## config.mk

```make
export PLATFORM = sky130hd
export DESIGN_NAME = deserializador_fifo
export DESIGN_NICKNAME = d
export VERILOG_FILES = /design/src/rtl/deserializador_fifo.sv
export SDC_FILE = /design/constraint.sdc
export NUM_CORES = 1
export LEC_CHECK = 0
export ABC_AREA = 1
export CORE_ASPECT_RATIO = 0.9
export CORE_UTILIZATION = 30
export CTS_CLUSTER_SIZE = 28
export DETAILED_ROUTE_END_ITERATION = 8
export PLACE_DENSITY = 0.56
export RECOVER_POWER = 50
export SYNTH_ARGS = -nofsm -noshare
export SYNTH_HDL_FRONTEND = slang
export SYNTH_SLANG_ARGS = --single-unit
```

## constraint.sdc

```tcl
create_clock -name clk_100KHz -period 1.7 [get_ports clk_100KHz]
set_clock_uncertainty 0.15 [all_clocks]
set_input_delay 0.34 -clock clk_100KHz [delete_from_list [all_inputs] [get_ports clk_100KHz]]
set_output_delay 0.34 -clock clk_100KHz [all_outputs]
set_load 0.02 [all_outputs]
```

## src/rtl/deserializador_fifo.sv

```systemverilog
// deserializador_fifo: serial-to-parallel converter feeding a DEPTH-word FIFO
// drained through a four-phase data_ready/ack_in handshake.
module deserializador_fifo #(
  parameter int WIDTH     = 8,
  parameter int DEPTH     = 2,
  parameter int MSB_FIRST = 1
) (
  input  logic                       clk_100KHz,
  input  logic                       reset,
  input  logic                       data_in,
  input  logic                       write_in,
  input  logic                       ack_in,
  output logic                       status_out,
  output logic [WIDTH-1:0]           data_out,
  output logic                       data_ready,
  output logic [$clog2(DEPTH+1)-1:0] word_count,
  output logic                       drop_out
);
  localparam int CW = $clog2(DEPTH+1);
  localparam int PW = DEPTH > 1 ? $clog2(DEPTH) : 1;
  localparam int BW = $clog2(WIDTH);
  localparam logic [CW-1:0] FULL = CW'(DEPTH);
  localparam logic [PW-1:0] PLAST = PW'(DEPTH-1);
  localparam logic [BW-1:0] BLAST = BW'(WIDTH-1);
  typedef enum logic [1:0] {OUT_IDLE, OUT_VALID, OUT_ACK} state_t;
  state_t           state_q;
  logic [WIDTH-1:0] mem_q [DEPTH];
  logic [WIDTH-1:0] shift_q, shift_d, data_q;
  logic [BW-1:0]    bit_cnt_q;
  logic [PW-1:0]    wr_ptr_q, rd_ptr_q;
  logic [CW-1:0]    count_q, count_d;
  logic             status_q, drop_q, ready_q;
  logic             accept, last, push, pop;
  always_comb begin
    accept  = write_in && !status_q;
    last    = bit_cnt_q == BLAST;
    push    = accept && last;
    pop     = state_q == OUT_ACK && !ack_in;
    shift_d = MSB_FIRST != 0 ? {shift_q[WIDTH-2:0], data_in} : {data_in, shift_q[WIDTH-1:1]};
    count_d = count_q + CW'(push) - CW'(pop);
  end
  always_ff @(posedge clk_100KHz)
    if (!reset && push) mem_q[wr_ptr_q] <= shift_d;
  always_ff @(posedge clk_100KHz) begin
    if (reset) begin
      state_q   <= OUT_IDLE;
      shift_q   <= '0;
      bit_cnt_q <= '0;
      wr_ptr_q  <= '0;
      rd_ptr_q  <= '0;
      count_q   <= '0;
      status_q  <= 1'b0;
      drop_q    <= 1'b0;
      ready_q   <= 1'b0;
      data_q    <= '0;
    end else begin
      if (accept) begin
        shift_q   <= shift_d;
        bit_cnt_q <= last ? '0 : bit_cnt_q + BW'(1);
      end
      if (push) wr_ptr_q <= wr_ptr_q == PLAST ? '0 : wr_ptr_q + PW'(1);
      if (pop) rd_ptr_q <= rd_ptr_q == PLAST ? '0 : rd_ptr_q + PW'(1);
      count_q  <= count_d;
      status_q <= count_d == FULL;
      drop_q   <= write_in && status_q;
      // head is stable from OUT_VALID until the pop, so it is captured once on entry
      case (state_q)
        OUT_IDLE: if (count_q != '0) begin
          state_q <= OUT_VALID;
          ready_q <= 1'b1;
          data_q  <= mem_q[rd_ptr_q];
        end
        OUT_VALID: if (ack_in) state_q <= OUT_ACK;
        OUT_ACK: if (!ack_in) begin
          state_q <= OUT_IDLE;
          ready_q <= 1'b0;
          data_q  <= '0;
        end
        default: state_q <= OUT_IDLE;
      endcase
    end
  end
  assign status_out = status_q;
  assign data_out   = data_q;
  assign data_ready = ready_q;
  assign word_count = count_q;
  assign drop_out   = drop_q;
endmodule

```

==> run_results.csv, run 1 <==
group,metric,value,unit
floorplan,die_width,83.3,um
global_routing,grt_usage,9.50,%
worst_setup_path,worstPathCellList,"ha_4, ha_4, nand2_4, ha_4, inv_2, ha_4, inv_2, nand2_2, nand2_1, nand2_1, nand3_2, inv_1",
worst_setup_path,cp.arrival,1.73,ns
global_routing,grt_max_degree,15,
global_routing,grt_pass1_vias,1009,
power,clock_power_share,33.5,%
sta,slew-limit-headroom,66.7,%
layout,area_growth_syn_to_layout,26.1,%
sta,period_share,98.9,%
sta,rsz0062_at_grt,"true",
logic_synthesis,avgSynthCellArea,8.67,um^2
clock_tree,clkLatencyLatePin,0.29,ns
floorplan,dieArea,6260,um^2
layout,layout-drive-gt1-share,20.4,%
clock_tree,cts_tree,"built",
worst_setup_path,critical_path.top_delay_family,"adder cells",
detailed_routing,wl_per_cell,9.36,um
logic_synthesis,syn_area,1790,um^2
logic_synthesis,ys_types,21,
layout,final_common_cell,"nand2_1",
logic_synthesis,synthTopCellsByArea,"dfxtp_1 31%, edfxtp_1 27%, nand2_1 8.8%, nor2_1 6.5%, inv_1 6.3%",
power,seqPwrFrac,61.4,%
logic_synthesis,synth-seq-cells,44,
clock_tree,htreeDepth,2,
floorplan,core.rowCount,26,
place,dpl.hpwl,2070,um
detailed_routing,vias,1272,
place,gp_congestion,0.646,
logic_synthesis,synth_top_area_share,31.4,%
clock_tree,clkSinkCount,44,
sta,finalSetupViolations,0,
logic_synthesis,synth_nets,215,
worst_setup_path,critPathRequiredTime,1.74,ns
detailed_routing,routed_via_density,4.10,
global_routing,grt-ovfl-total,0,
logic_synthesis,ys_warn_count,0,
worst_setup_path,cp_max_fo,2,
clock_tree,postCtsHoldBufs,0,
worst_hold_path,min_path_type,"primary input to flop",
global_routing,grt_pass1_wl,4650,um
clock_tree,cts_made_buffers,5,
power,total_power,1.83,mW
layout,final_nets,248,
place,place_area,2180,um^2
place,io_buffers,17,
worst_setup_path,end_kind,"flop",
worst_setup_path,start_kind,"flop",
sta,period_needed,1.68,ns
power,power.density,815,nW/um^2
power,ir_drop,0.411,mV
layout,final_cell_mix,"41 x nand2_1, 31 x nor2_1, 27 x inv_1",
worst_setup_path,crit_buf_inv,3,
clock_tree,clockRootBuffer,"clkbuf_8",
logic_synthesis,synthCells,206,
worst_setup_path,worstSetupPathType,"flop to flop",
sta,max_slew.worst_pin.slew,0.498,ns
global_routing,antenna_found_initial,0,
detailed_routing,drtIter0Drc,43,
detailed_routing,ant_nets,0,
floorplan,core_area,5690,um^2
floorplan,die_height,75.2,um
power,pwr-share-comb,5.1,%
run,max-cap-violations,0,
power,internal_power,1.43,mW
sta,max_freq,594,MHz
layout,design_area,2250,um^2
detailed_routing,wirelength,2900,um
outcome,status,"finished, final reports clean",
layout,diodes,0,
logic_synthesis,yosysSeqAreaShare,58.3,%
worst_setup_path,crit_path_frequent_cell,"ha_4",
power,power_switching_share,21.9,%
clock_tree,clock_path_buffers,2,
detailed_routing,drtPass1Iterations,4,
clock_tree,clk_pin_slew,0.08,ns
worst_setup_path,critical_path.max_stage_delay,0.36,ns
sta,hold_viol_final,0,
floorplan,initial_core_util,31.4,%
sta,slew_violations,0,
power,leakage,1.05,nW
power,switchingPower,402,uW
logic_synthesis,yosysTopAreaCell,"dfxtp_1",
worst_setup_path,crit_slowest_cell,"dfxtp_2",
clock_tree,cts_setup_buffers,0,
floorplan,ios,18,
detailed_routing,drc,0,
## final cells by class
cell class / instances / area [um^2]
multi-input cells: 122 / 656
well taps: 70 / 87.6
clock inverters: 3 / 13.8
clock buffers: 5 / 68.8
repair buffers: 31 / 251
inverters: 35 / 131
flip-flops and latches: 44 / 1040
fillers: 577 / 3440
## worst min-delay path: cells and delay by family
family | cells | cell delay (ns)
AO/OA/AOI/OAI | 1 | 0.04
buffers and inverters | 3 | 0.28
## flip-flops by register name, summed over array words and instances, names as in the netlist, named ones only
signal	flops
shift_q	7
mem_q	16
rd_ptr_q	1
wr_ptr_q	1
status_out	1
bit_cnt_q	3
data_ready	1
drop_out	1
state_q	2
data_out	8
word_count	2
## synthesized netlist by cell type, drive strengths merged
master / number
a211oi: 1
a21oi: 6
buf: 3
clkbuf: 2
dfxtp: 28
edfxtp: 16
ha: 4
inv: 35
nand2: 48
nand3: 13
nand3b: 3
nor2: 36
nor3: 1
o211a: 1
o21ai: 9
## cells by family after synthesis
group | synth area share, %
and+or+nand+nor | 24.7
AOI/OAI and AO/OA | 5.19
DFF | 58.3
buffers and inverters | 9.04
adders and majority gates | 2.80
## final timing paths
check | endpoint | startpoint | cells after the start | slack [ns]
worst max-delay path | word_count[1]$_SDFF_PP0_ | bit_cnt_q[1]$_SDFFE_PP0N_ | 12 | 0.02
worst max register to register | word_count[1]$_SDFF_PP0_ | bit_cnt_q[1]$_SDFFE_PP0N_ | 12 | 0.02
worst min-delay path | state_q[1]$_SDFFE_PP0P_ | ack_in | 4 | 0.26
worst min register to register | data_ready$_SDFFE_PP0P_ | data_ready$_SDFFE_PP0P_ | 2 | 0.31
## metal layers
layer	GRT usage, %	vias up	part of all wire (%)
li1	-	705	-
met4	4.02	0	1.7
met2	14.7	16	43
met5	0	-	0
met3	3.40	5	3.4
met1	12.2	546	51
## through the flow
stage	setup TNS, ns	hold WS (ns)	setup slack [ns]	cells	util, %
after floorplan	0	0.263	0.0108	206	-
after global placement	-5.88	0.295	-0.386	302	38.2
after detailed placement	-6.10	0.296	-0.414	302	38.2
after CTS	-0.000332	0.270	-0.000332	310	39.5
after global routing	-0.110	0.277	-0.0495	310	39.6
final	0	0.261	0.0179	310	39.6
## power by group through the flow
stage / Clock, mW / Sequential [mW] / Combinational (mW)
after floorplan: 0 / 1.15 / 0.0545
after global placement: 0 / 1.15 / 0.0960
after detailed placement: 0 / 1.15 / 0.0966
after CTS: 0.651 / 1.13 / 0.0967
after global routing: 0.689 / 1.13 / 0.106
final: 0.615 / 1.13 / 0.0929
## timing repair
action / 4_1_cts / 5_1_grt
endpoints found under the setup margin: 20 / 3
gates resized for setup: 17 / 5
cloned: 0 / 0
endpoints found under the hold margin: 0 / 0
pin swaps: 3 / 6
Note: power is estimated with default switching activity, not from simulation.
==> run 2: changes to the inputs <==
--- a/config.mk
+++ b/config.mk
@@ -12,6 +12,8 @@
 export DETAILED_ROUTE_END_ITERATION = 8
 export PLACE_DENSITY = 0.56
 export RECOVER_POWER = 50
+export REMOVE_ABC_BUFFERS = 1
+export SLEW_MARGIN = 20
 export SYNTH_ARGS = -nofsm -noshare
 export SYNTH_HDL_FRONTEND = slang
 export SYNTH_SLANG_ARGS = --single-unit
==> run_results.csv, run 2 (synthesis results as in run 1) <==
group,metric,value,unit
sta,slew_violations,0,
clock_tree,clk_pin_slew,0.08,ns
clock_tree,cts_tree,"built",
layout,final_common_cell,"nand2_1",
sta,period_share,103,%
floorplan,die_width,83.3,um
detailed_routing,vias,1292,
power,ir_drop,0.277,mV
detailed_routing,routed_via_density,4.21,
global_routing,antenna_found_initial,0,
floorplan,dieArea,6260,um^2
global_routing,grt_max_degree,19,
global_routing,grt_pass1_vias,1162,
clock_tree,postCtsHoldBufs,0,
global_routing,grt-ovfl-total,0,
clock_tree,clockRootBuffer,"clkbuf_8",
detailed_routing,ant_nets,0,
floorplan,die_height,75.2,um
clock_tree,cts_made_buffers,5,
place,gp_congestion,0.693,
floorplan,ios,18,
worst_setup_path,critPathRequiredTime,1.75,ns
place,place_area,2080,um^2
worst_setup_path,cp.arrival,1.80,ns
detailed_routing,drc,0,
worst_setup_path,end_kind,"flop",
place,io_buffers,17,
detailed_routing,drtIter0Drc,28,
sta,hold_viol_final,0,
power,total_power,1.84,mW
layout,diodes,0,
sta,rsz0062_at_grt,"true",
worst_setup_path,cp_max_fo,2,
sta,max_freq,569,MHz
layout,layout-drive-gt1-share,19.0,%
floorplan,core.rowCount,26,
sta,max_slew.worst_pin.slew,0.545,ns
worst_setup_path,worstSetupPathType,"flop to flop",
clock_tree,clock_path_buffers,2,
layout,largest_register_ffs,16,
layout,final_cell_mix,"39 x nand2_1, 31 x nor2_1, 29 x inv_1",
sta,postLayoutSetupSlackWorst,-0.0589,ns
clock_tree,htreeDepth,2,
floorplan,initial_core_util,31.4,%
detailed_routing,drtPass1Iterations,4,
worst_hold_path,min_path_type,"primary input to flop",
floorplan,core_area,5690,um^2
power,leakage,1.03,nW
outcome,status,"complete, but fails checks",
run,max-cap-violations,0,
clock_tree,clkLatencyLatePin,0.29,ns
outcome,violations,"negative setup slack",
power,power.density,824,nW/um^2
sta,period_needed,1.76,ns
detailed_routing,wirelength,3080,um
layout,design_area,2230,um^2
clock_tree,clkSinkCount,44,
global_routing,grt_usage,10.7,%
layout,area_growth_syn_to_layout,24.9,%
sta,finalSetupViolations,2,
layout,top_register,"mem_q",
layout,final_nets,245,
place,dpl.hpwl,2080,um
worst_setup_path,start_kind,"flop",
global_routing,grt_pass1_wl,5120,um
sta,slew-limit-headroom,63.7,%
detailed_routing,wl_per_cell,10.0,um
-- run 2: cell types whose count changed in the layout (fill, tap and decap cells not counted), moves of 2 or more --
cell | previous run | this run
dlygate4sd2_1 | 13 | 15
nand2_1 | 41 | 39
inv_2 | 8 | 6
nand2_2 | 6 | 8
inv_1 | 27 | 29
buf_4 | 13 | 10
-- run 2: timing repair --
item                       in CTS  in global routing
setup endpoints to repair      16                  2
buffers inserted                1                  1
cloned                          0                  0
pin swaps                       8                  6
resized for setup              28                  4
-- run 2: power by group --
part,internal (mW),leakage [nW],switching (mW)
sequential,1.11,0.375,0.0165
combinational,0.0383,0.610,0.0488
clock,0.288,0.0422,0.334
total,1.44,1.03,0.399
-- run 2: worst paths after layout --
check / from / endpoint / slack [ns] / cells past startpoint
setup / recovery: bit_cnt_q[0]$_SDFFE_PP0N_ / status_out$_SDFF_PP0_ / -0.06 / 12
hold / removal: write_in / drop_out$_SDFF_PP0_ / 0.25 / 3
setup reg to reg: bit_cnt_q[0]$_SDFFE_PP0N_ / status_out$_SDFF_PP0_ / -0.06 / 12
hold reg to reg: wr_ptr_q$_SDFFE_PP0P_ / wr_ptr_q$_SDFFE_PP0P_ / 0.31 / 2
-- run 2: cell type report --
cell class	instances	area [um^2]
Clock buffer	7	76.3
Clock inverter	1	5.00
Fill cell	573	3460
Inverter	35	131
Multi-Input combinational cell	122	656
Sequential cell	44	1040
Tap cell	70	87.6
Timing Repair Buffer	28	230
-- run 2: through the flow --
| step | hold slack (ns) | instances | utilization, % | worst slack [ns] | TNS (ns) |
|---|---|---|---|---|---|
| 6_report | 0.255 | 307 | 39.2 | -0.0589 | -0.117 |
| 5_1_grt | 0.257 | 307 | 39.2 | -0.129 | -0.244 |
| 4_1_cts | 0.253 | 306 | 38.9 | -0.0229 | -0.0323 |
| 3_5_place_dp | 0.300 | 297 | 36.5 | -0.476 | -6.09 |
| 3_3_place_gp | 0.296 | 297 | 36.5 | -0.431 | -6.12 |
| 2_1_floorplan | 0.259 | 201 | - | -0.295 | -3.27 |
-- run 2: worst max-delay path, cell delays in order, from the launching register on --
cell	delay (ns)
dfxtp_2	0.36
ha_4	0.14
ha_4	0.14
nand2_4	0.06
ha_4	0.27
inv_2	0.04
ha_4	0.15
inv_2	0.05
nand2_2	0.05
nand2_1	0.07
nand2_1	0.07
nand3_2	0.07
nor2_1	0.04
-- run 2: metal layers --
layer | wire length [um] | vias up | global-route usage [%]
met5 | 0 | - | 0
met4 | 13 | 0 | 3.45
met3 | 119 | 2 | 5.04
met2 | 1360 | 17 | 16.5
met1 | 1590 | 574 | 13.5
li1 | - | 699 | -
